[config.mk]
export PLATFORM = sky130hd
export DESIGN_NAME = arb_requester_flat
export DESIGN_NICKNAME = d
export VERILOG_FILES = /design/src/rtl/arb_requester_if.sv /design/src/rtl/arb_requester.sv /design/src/flat_wrapper.sv
export SDC_FILE = /design/constraint.sdc
export NUM_CORES = 1
export LEC_CHECK = 0
export ABC_AREA = 1
export CAP_MARGIN = 0
export CORE_MARGIN = 3
export CORE_UTILIZATION = 30
export DETAILED_ROUTE_END_ITERATION = 12
export PLACE_DENSITY = 0.48
export SLEW_MARGIN = 20
export SYNTH_ARGS = -nofsm -noshare
export SYNTH_HDL_FRONTEND = slang
export SYNTH_SLANG_ARGS = --single-unit
[constraint.sdc]
create_clock -name clk -period 3.2 [get_ports clk]
set_input_delay 0.64 -clock clk [delete_from_list [all_inputs] [get_ports clk]]
set_output_delay 0.64 -clock clk [all_outputs]
set_load 0.02 [all_outputs]
[src/rtl/arb_requester_if.sv]
// Job, arbiter and beat-stream signals for one requester agent.
// The design side uses the slave modport; the driving side uses master.
interface arb_requester_if #(
  parameter int DATA_W = 8,
  parameter int LEN_W  = 4
);
  logic              job_valid_i;
  logic              job_ready_o;
  logic [DATA_W-1:0] job_data_i;
  logic [LEN_W-1:0]  job_len_i;
  logic              req_o;
  logic              gnt_i;
  logic              out_valid_o;
  logic [DATA_W-1:0] out_data_o;
  logic              out_last_o;
  logic              busy_o;
  logic              starve_o;

  modport slave (
    input  job_valid_i, job_data_i, job_len_i, gnt_i,
    output job_ready_o, req_o, out_valid_o, out_data_o, out_last_o, busy_o, starve_o
  );

  modport master (
    output job_valid_i, job_data_i, job_len_i, gnt_i,
    input  job_ready_o, req_o, out_valid_o, out_data_o, out_last_o, busy_o, starve_o
  );
endinterface

[src/rtl/arb_requester.sv]
// Requester agent for one arbiter port: queues jobs, requests the port,
// streams each job's beats while granted and leaves a one-cycle req gap
// between jobs so the arbiter can rotate. Flags long waits for grant.
module arb_requester #(
  parameter int DATA_W     = 8,
  parameter int FIFO_DEPTH = 4,
  parameter int LEN_W      = 4,
  parameter int TIMEOUT    = 15
) (
  input logic          clk,
  input logic          rst,
  arb_requester_if.slave bus
);
  localparam int PTR_W  = (FIFO_DEPTH > 1) ? $clog2(FIFO_DEPTH) : 1;
  localparam int CNT_W  = PTR_W + 1;
  localparam int WAIT_W = $clog2(TIMEOUT + 1);

  typedef enum logic [1:0] {IDLE, REQ, XFER, GAP} state_t;

  state_t            r_state;
  state_t            w_next;

  logic [DATA_W-1:0] r_memData [FIFO_DEPTH];
  logic [LEN_W-1:0]  r_memLen  [FIFO_DEPTH];
  logic [PTR_W-1:0]  r_wptr;
  logic [PTR_W-1:0]  r_rptr;
  logic [CNT_W-1:0]  r_count;

  logic [DATA_W-1:0] r_base;
  logic [LEN_W-1:0]  r_len;
  logic [LEN_W-1:0]  r_cnt;
  logic [WAIT_W-1:0] r_wait;
  logic              r_starve;
  logic              r_valid;
  logic              r_last;
  logic [DATA_W-1:0] r_data;

  logic              w_full;
  logic              w_empty;
  logic              w_push;
  logic              w_pop;
  logic              w_emit;
  logic              w_emitLast;
  logic [DATA_W-1:0] w_emitData;
  logic [DATA_W-1:0] w_headData;
  logic [LEN_W-1:0]  w_headLen;

  assign w_full     = (r_count == CNT_W'(FIFO_DEPTH));
  assign w_empty    = (r_count == '0);
  assign w_push     = bus.job_valid_i && !w_full;
  assign w_pop      = (r_state == REQ) && bus.gnt_i;
  assign w_headData = r_memData[r_rptr];
  assign w_headLen  = r_memLen[r_rptr];

  // Next state and the beat to register this cycle; a grant in REQ emits beat 0 straight from the FIFO head.
  always_comb begin
    w_next     = r_state;
    w_emit     = 1'b0;
    w_emitData = r_data;
    w_emitLast = 1'b0;
    case (r_state)
      IDLE: begin
        if (!w_empty) w_next = REQ;
      end
      REQ: begin
        if (bus.gnt_i) begin
          w_next     = XFER;
          w_emit     = 1'b1;
          w_emitData = w_headData;
          w_emitLast = (w_headLen == '0);
        end
      end
      XFER: begin
        if (r_valid && r_last) begin
          w_next = GAP;
        end else if (bus.gnt_i) begin
          w_emit     = 1'b1;
          w_emitData = r_base + DATA_W'(r_cnt);
          w_emitLast = (r_cnt == r_len);
        end
      end
      GAP: begin
        w_next = IDLE;
      end
      default: begin
        w_next = IDLE;
      end
    endcase
  end

  // State register.
  always_ff @(posedge clk) begin
    if (rst) r_state <= IDLE;
    else     r_state <= w_next;
  end

  // Job storage; contents need no reset because occupancy gates every read.
  always_ff @(posedge clk) begin
    if (w_push) begin
      r_memData[r_wptr] <= bus.job_data_i;
      r_memLen[r_wptr]  <= bus.job_len_i;
    end
  end

  // FIFO pointers and occupancy; pointers wrap naturally at the power-of-two depth.
  always_ff @(posedge clk) begin
    if (rst) begin
      r_wptr  <= '0;
      r_rptr  <= '0;
      r_count <= '0;
    end else begin
      if (w_push) r_wptr <= r_wptr + PTR_W'(1);
      if (w_pop)  r_rptr <= r_rptr + PTR_W'(1);
      case ({w_push, w_pop})
        2'b10:   r_count <= r_count + CNT_W'(1);
        2'b01:   r_count <= r_count - CNT_W'(1);
        default: r_count <= r_count;
      endcase
    end
  end

  // Working job registers, beat output registers and grant-wait tracking.
  always_ff @(posedge clk) begin
    if (rst) begin
      r_base   <= '0;
      r_len    <= '0;
      r_cnt    <= '0;
      r_wait   <= '0;
      r_starve <= 1'b0;
      r_valid  <= 1'b0;
      r_last   <= 1'b0;
      r_data   <= '0;
    end else begin
      r_valid <= w_emit;
      r_last  <= w_emitLast;
      if (w_emit) r_data <= w_emitData;
      if (w_pop) begin
        r_base <= w_headData;
        r_len  <= w_headLen;
        r_cnt  <= LEN_W'(1);
      end else if (w_emit) begin
        r_cnt <= r_cnt + LEN_W'(1);
      end
      if (r_state == REQ) begin
        if (bus.gnt_i) begin
          r_wait   <= '0;
          r_starve <= 1'b0;
        end else begin
          if (r_wait != WAIT_W'(TIMEOUT)) r_wait <= r_wait + WAIT_W'(1);
          if (r_wait >= WAIT_W'(TIMEOUT - 1)) r_starve <= 1'b1;
        end
      end
    end
  end

  assign bus.job_ready_o = !w_full;
  assign bus.req_o       = (r_state == REQ) || (r_state == XFER);
  assign bus.out_valid_o = r_valid;
  assign bus.out_data_o  = r_data;
  assign bus.out_last_o  = r_last;
  assign bus.busy_o      = (r_state != IDLE) || !w_empty;
  assign bus.starve_o    = r_starve;
endmodule

[src/flat_wrapper.sv]
// flat-port wrapper written by rule: the top's interface ports become plain ports
module arb_requester_flat 
#(
  parameter int DATA_W     = 8,
  parameter int FIFO_DEPTH = 4,
  parameter int LEN_W      = 4,
  parameter int TIMEOUT    = 15
)
  (clk, rst, bus_job_valid_i, bus_job_data_i, bus_job_len_i, bus_gnt_i, bus_job_ready_o, bus_req_o, bus_out_valid_o, bus_out_data_o, bus_out_last_o, bus_busy_o, bus_starve_o);
  arb_requester_if #(.DATA_W(DATA_W), .LEN_W(LEN_W)) bus_i ();
  input logic clk;
  input logic rst;
  input wire logic [$bits(bus_i.job_valid_i)-1:0] bus_job_valid_i;
  input wire logic [$bits(bus_i.job_data_i)-1:0] bus_job_data_i;
  input wire logic [$bits(bus_i.job_len_i)-1:0] bus_job_len_i;
  input wire logic [$bits(bus_i.gnt_i)-1:0] bus_gnt_i;
  output wire logic [$bits(bus_i.job_ready_o)-1:0] bus_job_ready_o;
  output wire logic [$bits(bus_i.req_o)-1:0] bus_req_o;
  output wire logic [$bits(bus_i.out_valid_o)-1:0] bus_out_valid_o;
  output wire logic [$bits(bus_i.out_data_o)-1:0] bus_out_data_o;
  output wire logic [$bits(bus_i.out_last_o)-1:0] bus_out_last_o;
  output wire logic [$bits(bus_i.busy_o)-1:0] bus_busy_o;
  output wire logic [$bits(bus_i.starve_o)-1:0] bus_starve_o;
  assign bus_i.job_valid_i = bus_job_valid_i;
  assign bus_i.job_data_i = bus_job_data_i;
  assign bus_i.job_len_i = bus_job_len_i;
  assign bus_i.gnt_i = bus_gnt_i;
  assign bus_job_ready_o = bus_i.job_ready_o;
  assign bus_req_o = bus_i.req_o;
  assign bus_out_valid_o = bus_i.out_valid_o;
  assign bus_out_data_o = bus_i.out_data_o;
  assign bus_out_last_o = bus_i.out_last_o;
  assign bus_busy_o = bus_i.busy_o;
  assign bus_starve_o = bus_i.starve_o;
  arb_requester #(.DATA_W(DATA_W), .FIFO_DEPTH(FIFO_DEPTH), .LEN_W(LEN_W), .TIMEOUT(TIMEOUT)) u_core (.clk(clk), .rst(rst), .bus(bus_i));
endmodule
==> results.json <==
{
  "synth_simple_gate_area_share_pct": 19.3,
  "yosys-top-cells-area": "edfxtp_1, dfxtp_1, nand2_1, ha_1, nand3_1",
  "netlist_area_sq_um": 3940,
  "insertion_delay_ns": 0.34,
  "cts_resized": 0,
  "synth_top_area_share_pct": 36.6,
  "cellPowerDensity_nw_per_um2": 690,
  "grt_pass1_vias": 2731,
  "arrival_ns": 1.78,
  "place.port_buffers": 29,
  "cts_setup_buffers": 0,
  "die_x_um": 121,
  "drt-initial-drc-count": 130,
  "syn-num-nets": 449,
  "mostFrequentLayoutCell": "nand2_1",
  "power_mw": 3.27,
  "clock.fmax_ghz": 0.413,
  "io_pins": 30,
  "final_area_sq_um": 4740,
  "clock_sinks": 90,
  "fp.dieArea_sq_um": 14600,
  "drv_slew": 0,
  "layout.cells.non_filler": 630,
  "start_kind": "flop",
  "n_antenna_cell": 0,
  "cp_slowest_stage_delay_ns": 0.63,
  "syn2layout_area_growth_pct": 20.3,
  "synth_area_leader_cell": "edfxtp_1",
  "cp_slowest_cell": "clkdlybuf4s50_1",
  "syn_area_per_cell_sq_um": 9.50,
  "crit_type": "flop to output port",
  "maxCapViolCount": 0,
  "vias": 2818,
  "worstPathRequired_ns": 2.56,
  "finalSetupViolations": 0,
  "worstMarginPinSlew_ns": 0.521,
  "crit_chain": "inv_1 > ha_1 > clkdlybuf4s50_1",
  "path_delay_family": "buffers and inverters",
  "synth_compound_area_share_pct": 9.93,
  "synth-seq-cells": 90,
  "die_y_um": 121,
  "timing_hold_violations_final": 0,
  "num_rows": 41,
  "layout.nets": 487,
  "setup-tns-final_ns": 0,
  "path_max_fanout": 5,
  "cts_buffers": 9,
  "ys_types": 33,
  "power.leakage_nw": 1.85,
  "fin_ws_ns": 0.782,
  "grt_util_all_layers_pct": 12.5,
  "drcViolationCount": 0,
  "gp_congestion": 0.799,
  "core-area_sq_um": 12700,
  "detail-route-antenna-nets": 0,
  "timing.slew.headroom_pct": 65.2,
  "synth.mux.area_fraction_pct": 0,
  "synth_warnings": 0,
  "grt_first_pass_wirelength_mm": 14.1,
  "dp.cells": 614,
  "clkTransAtPathRegs_ns": 0.06,
  "hold_class": "flop to flop",
  "crit_buf_inv": 2,
  "grt_max_degree": 25,
  "status": "finished clean",
  "grt_antenna_before_repair": 0,
  "synthAdderAreaFrac_pct": 6.09,
  "viasPerCell": 4.47,
  "synth_top_family_by_area": "simple AND/OR/NAND/NOR gates",
  "placed_area_sq_um": 4430,
  "irDropWorstVdd_mv": 0.277,
  "grt_setup_unrepaired": "no",
  "syn_inst": 415,
  "grt-ovfl-total": 0,
  "cts-root-buf": "clkbuf_16",
  "clockBufferDepth": 2,
  "tritoncts": "yes",
  "post-route-min-period_ns": 2.42,
  "wl_per_cell_um": 13.5,
  "yosysSeqAreaShare_pct": 57.9,
  "dp_slack_ns": 0.593,
  "finalCritPeriodShare_pct": 75.6,
  "final_cell_mix": "nand2_1, edfxtp_1, dfxtp_1",
  "cts_max_level": 3,
  "synth_xor_area_share_pct": 1.11,
  "wl_mm": 8.48,
  "end_kind": "output port",
  "fillCellCount": 1324,
  "dp_hpwl_mm": 5.81,
  "postCtsHoldBufs": 0,
  "finClkSkew_ns": 0.00431,
  "drive_above_1_share_pct": 7.42,
  "start_util_pct": 31.0,
  "first_pass_iters": 4
}
## area by class of cell
cell class                      instances  area (sq um)  area share, %
Sequential cell                        90          2280           48.1
Multi-Input combinational cell        276          1440           30.3
Timing Repair Buffer                   38           358           7.54
Clock buffer                           10           229           4.83
Tap cell                              172           215           4.54
Inverter                               38           143           3.01
Clock inverter                          6          81.3           1.71
## metrics by stage
| stage | util [%] | hold WS [ns] |
|---|---|---|
| 2_1_floorplan | - | 0.432 |
| 3_3_place_gp | 34.8 | 0.456 |
| 3_5_place_dp | 34.8 | 0.455 |
| 4_1_cts | 37.3 | 0.465 |
| 5_1_grt | 37.3 | 0.486 |
| 6_report | 37.3 | 0.465 |
## cell families after synthesis
kind of cell             count (synthesis)
buffers and inverters                   49
AO/OA/AOI/OAI                           72
AND/OR/NAND/NOR                        181
XOR/XNOR                                 5
flip-flops                              90
adder cells (fa/ha/maj)                 18
## power by group
| part | switching [mW] | internal (mW) | total [mW] | leakage, nW |
|---|---|---|---|---|
| Sequential | 0.0805 | 1.34 | 1.42 | 0.782 |
| Clock | 0.417 | 0.679 | 1.10 | 0.152 |
| Combinational | 0.475 | 0.282 | 0.757 | 0.915 |
## synthesized netlist by cell type, drive strengths merged
library cell,n
edfxtp,48
o22a,1
a211oi,2
nand2,102
o21ai,31
dfxtp,42
clkbuf,3
nor2,39
nand3b,2
ha,16
nand3,30
a31oi,1
xor2,4
o22ai,7
a21oi,28
or2,3
fa,2
inv,38
nand4,3
o21a,1
xnor2,1
nor3,2
a21boi,1
buf,8
## final timing paths
path	startpoint	endpoint	slack [ns]	cells after the start
setup / recovery	u_core.r_state[0]	bus_req_o	0.78	3
hold / removal	u_core.bus.out_data_o[0]	u_core.bus.out_data_o[0]	0.47	2
setup reg to reg	u_core.r_state[1]	u_core.r_count[2]	1.02	10
hold reg to reg	u_core.bus.out_data_o[0]	u_core.bus.out_data_o[0]	0.47	2
## worst register-to-register path: stages (launching register included)
cell and delay (ns):
dfxtp_1 0.33, inv_1 0.09, ha_1 0.27, nand2_4 0.15
inv_2 0.10, ha_1 0.26, fa_1 0.44, a21oi_1 0.14
o21a_1 0.15, o21ai_0 0.07, a21oi_1 0.11
## metal layers
metal  vias up  track usage, %  share of wire, %
met4         0            3.40               1.0
met5         -               0                 0
met1      1279            16.5                48
li1       1467               -                 -
met3         8            3.98               5.0
met2        64            19.9                46
## state kept, by name (all words and copies together), names as in the netlist, 2 cells and up, named ones only
signal	flops
u_core.r_rptr	2
u_core.bus.out_data_o	8
u_core.r_wait	4
u_core.r_wptr	2
u_core.r_state	2
u_core.r_len	4
u_core.r_memData	32
u_core.r_memLen	16
u_core.r_base	8
u_core.r_count	3
u_core.r_cnt	4
Power figures use the tool's default switching activity.
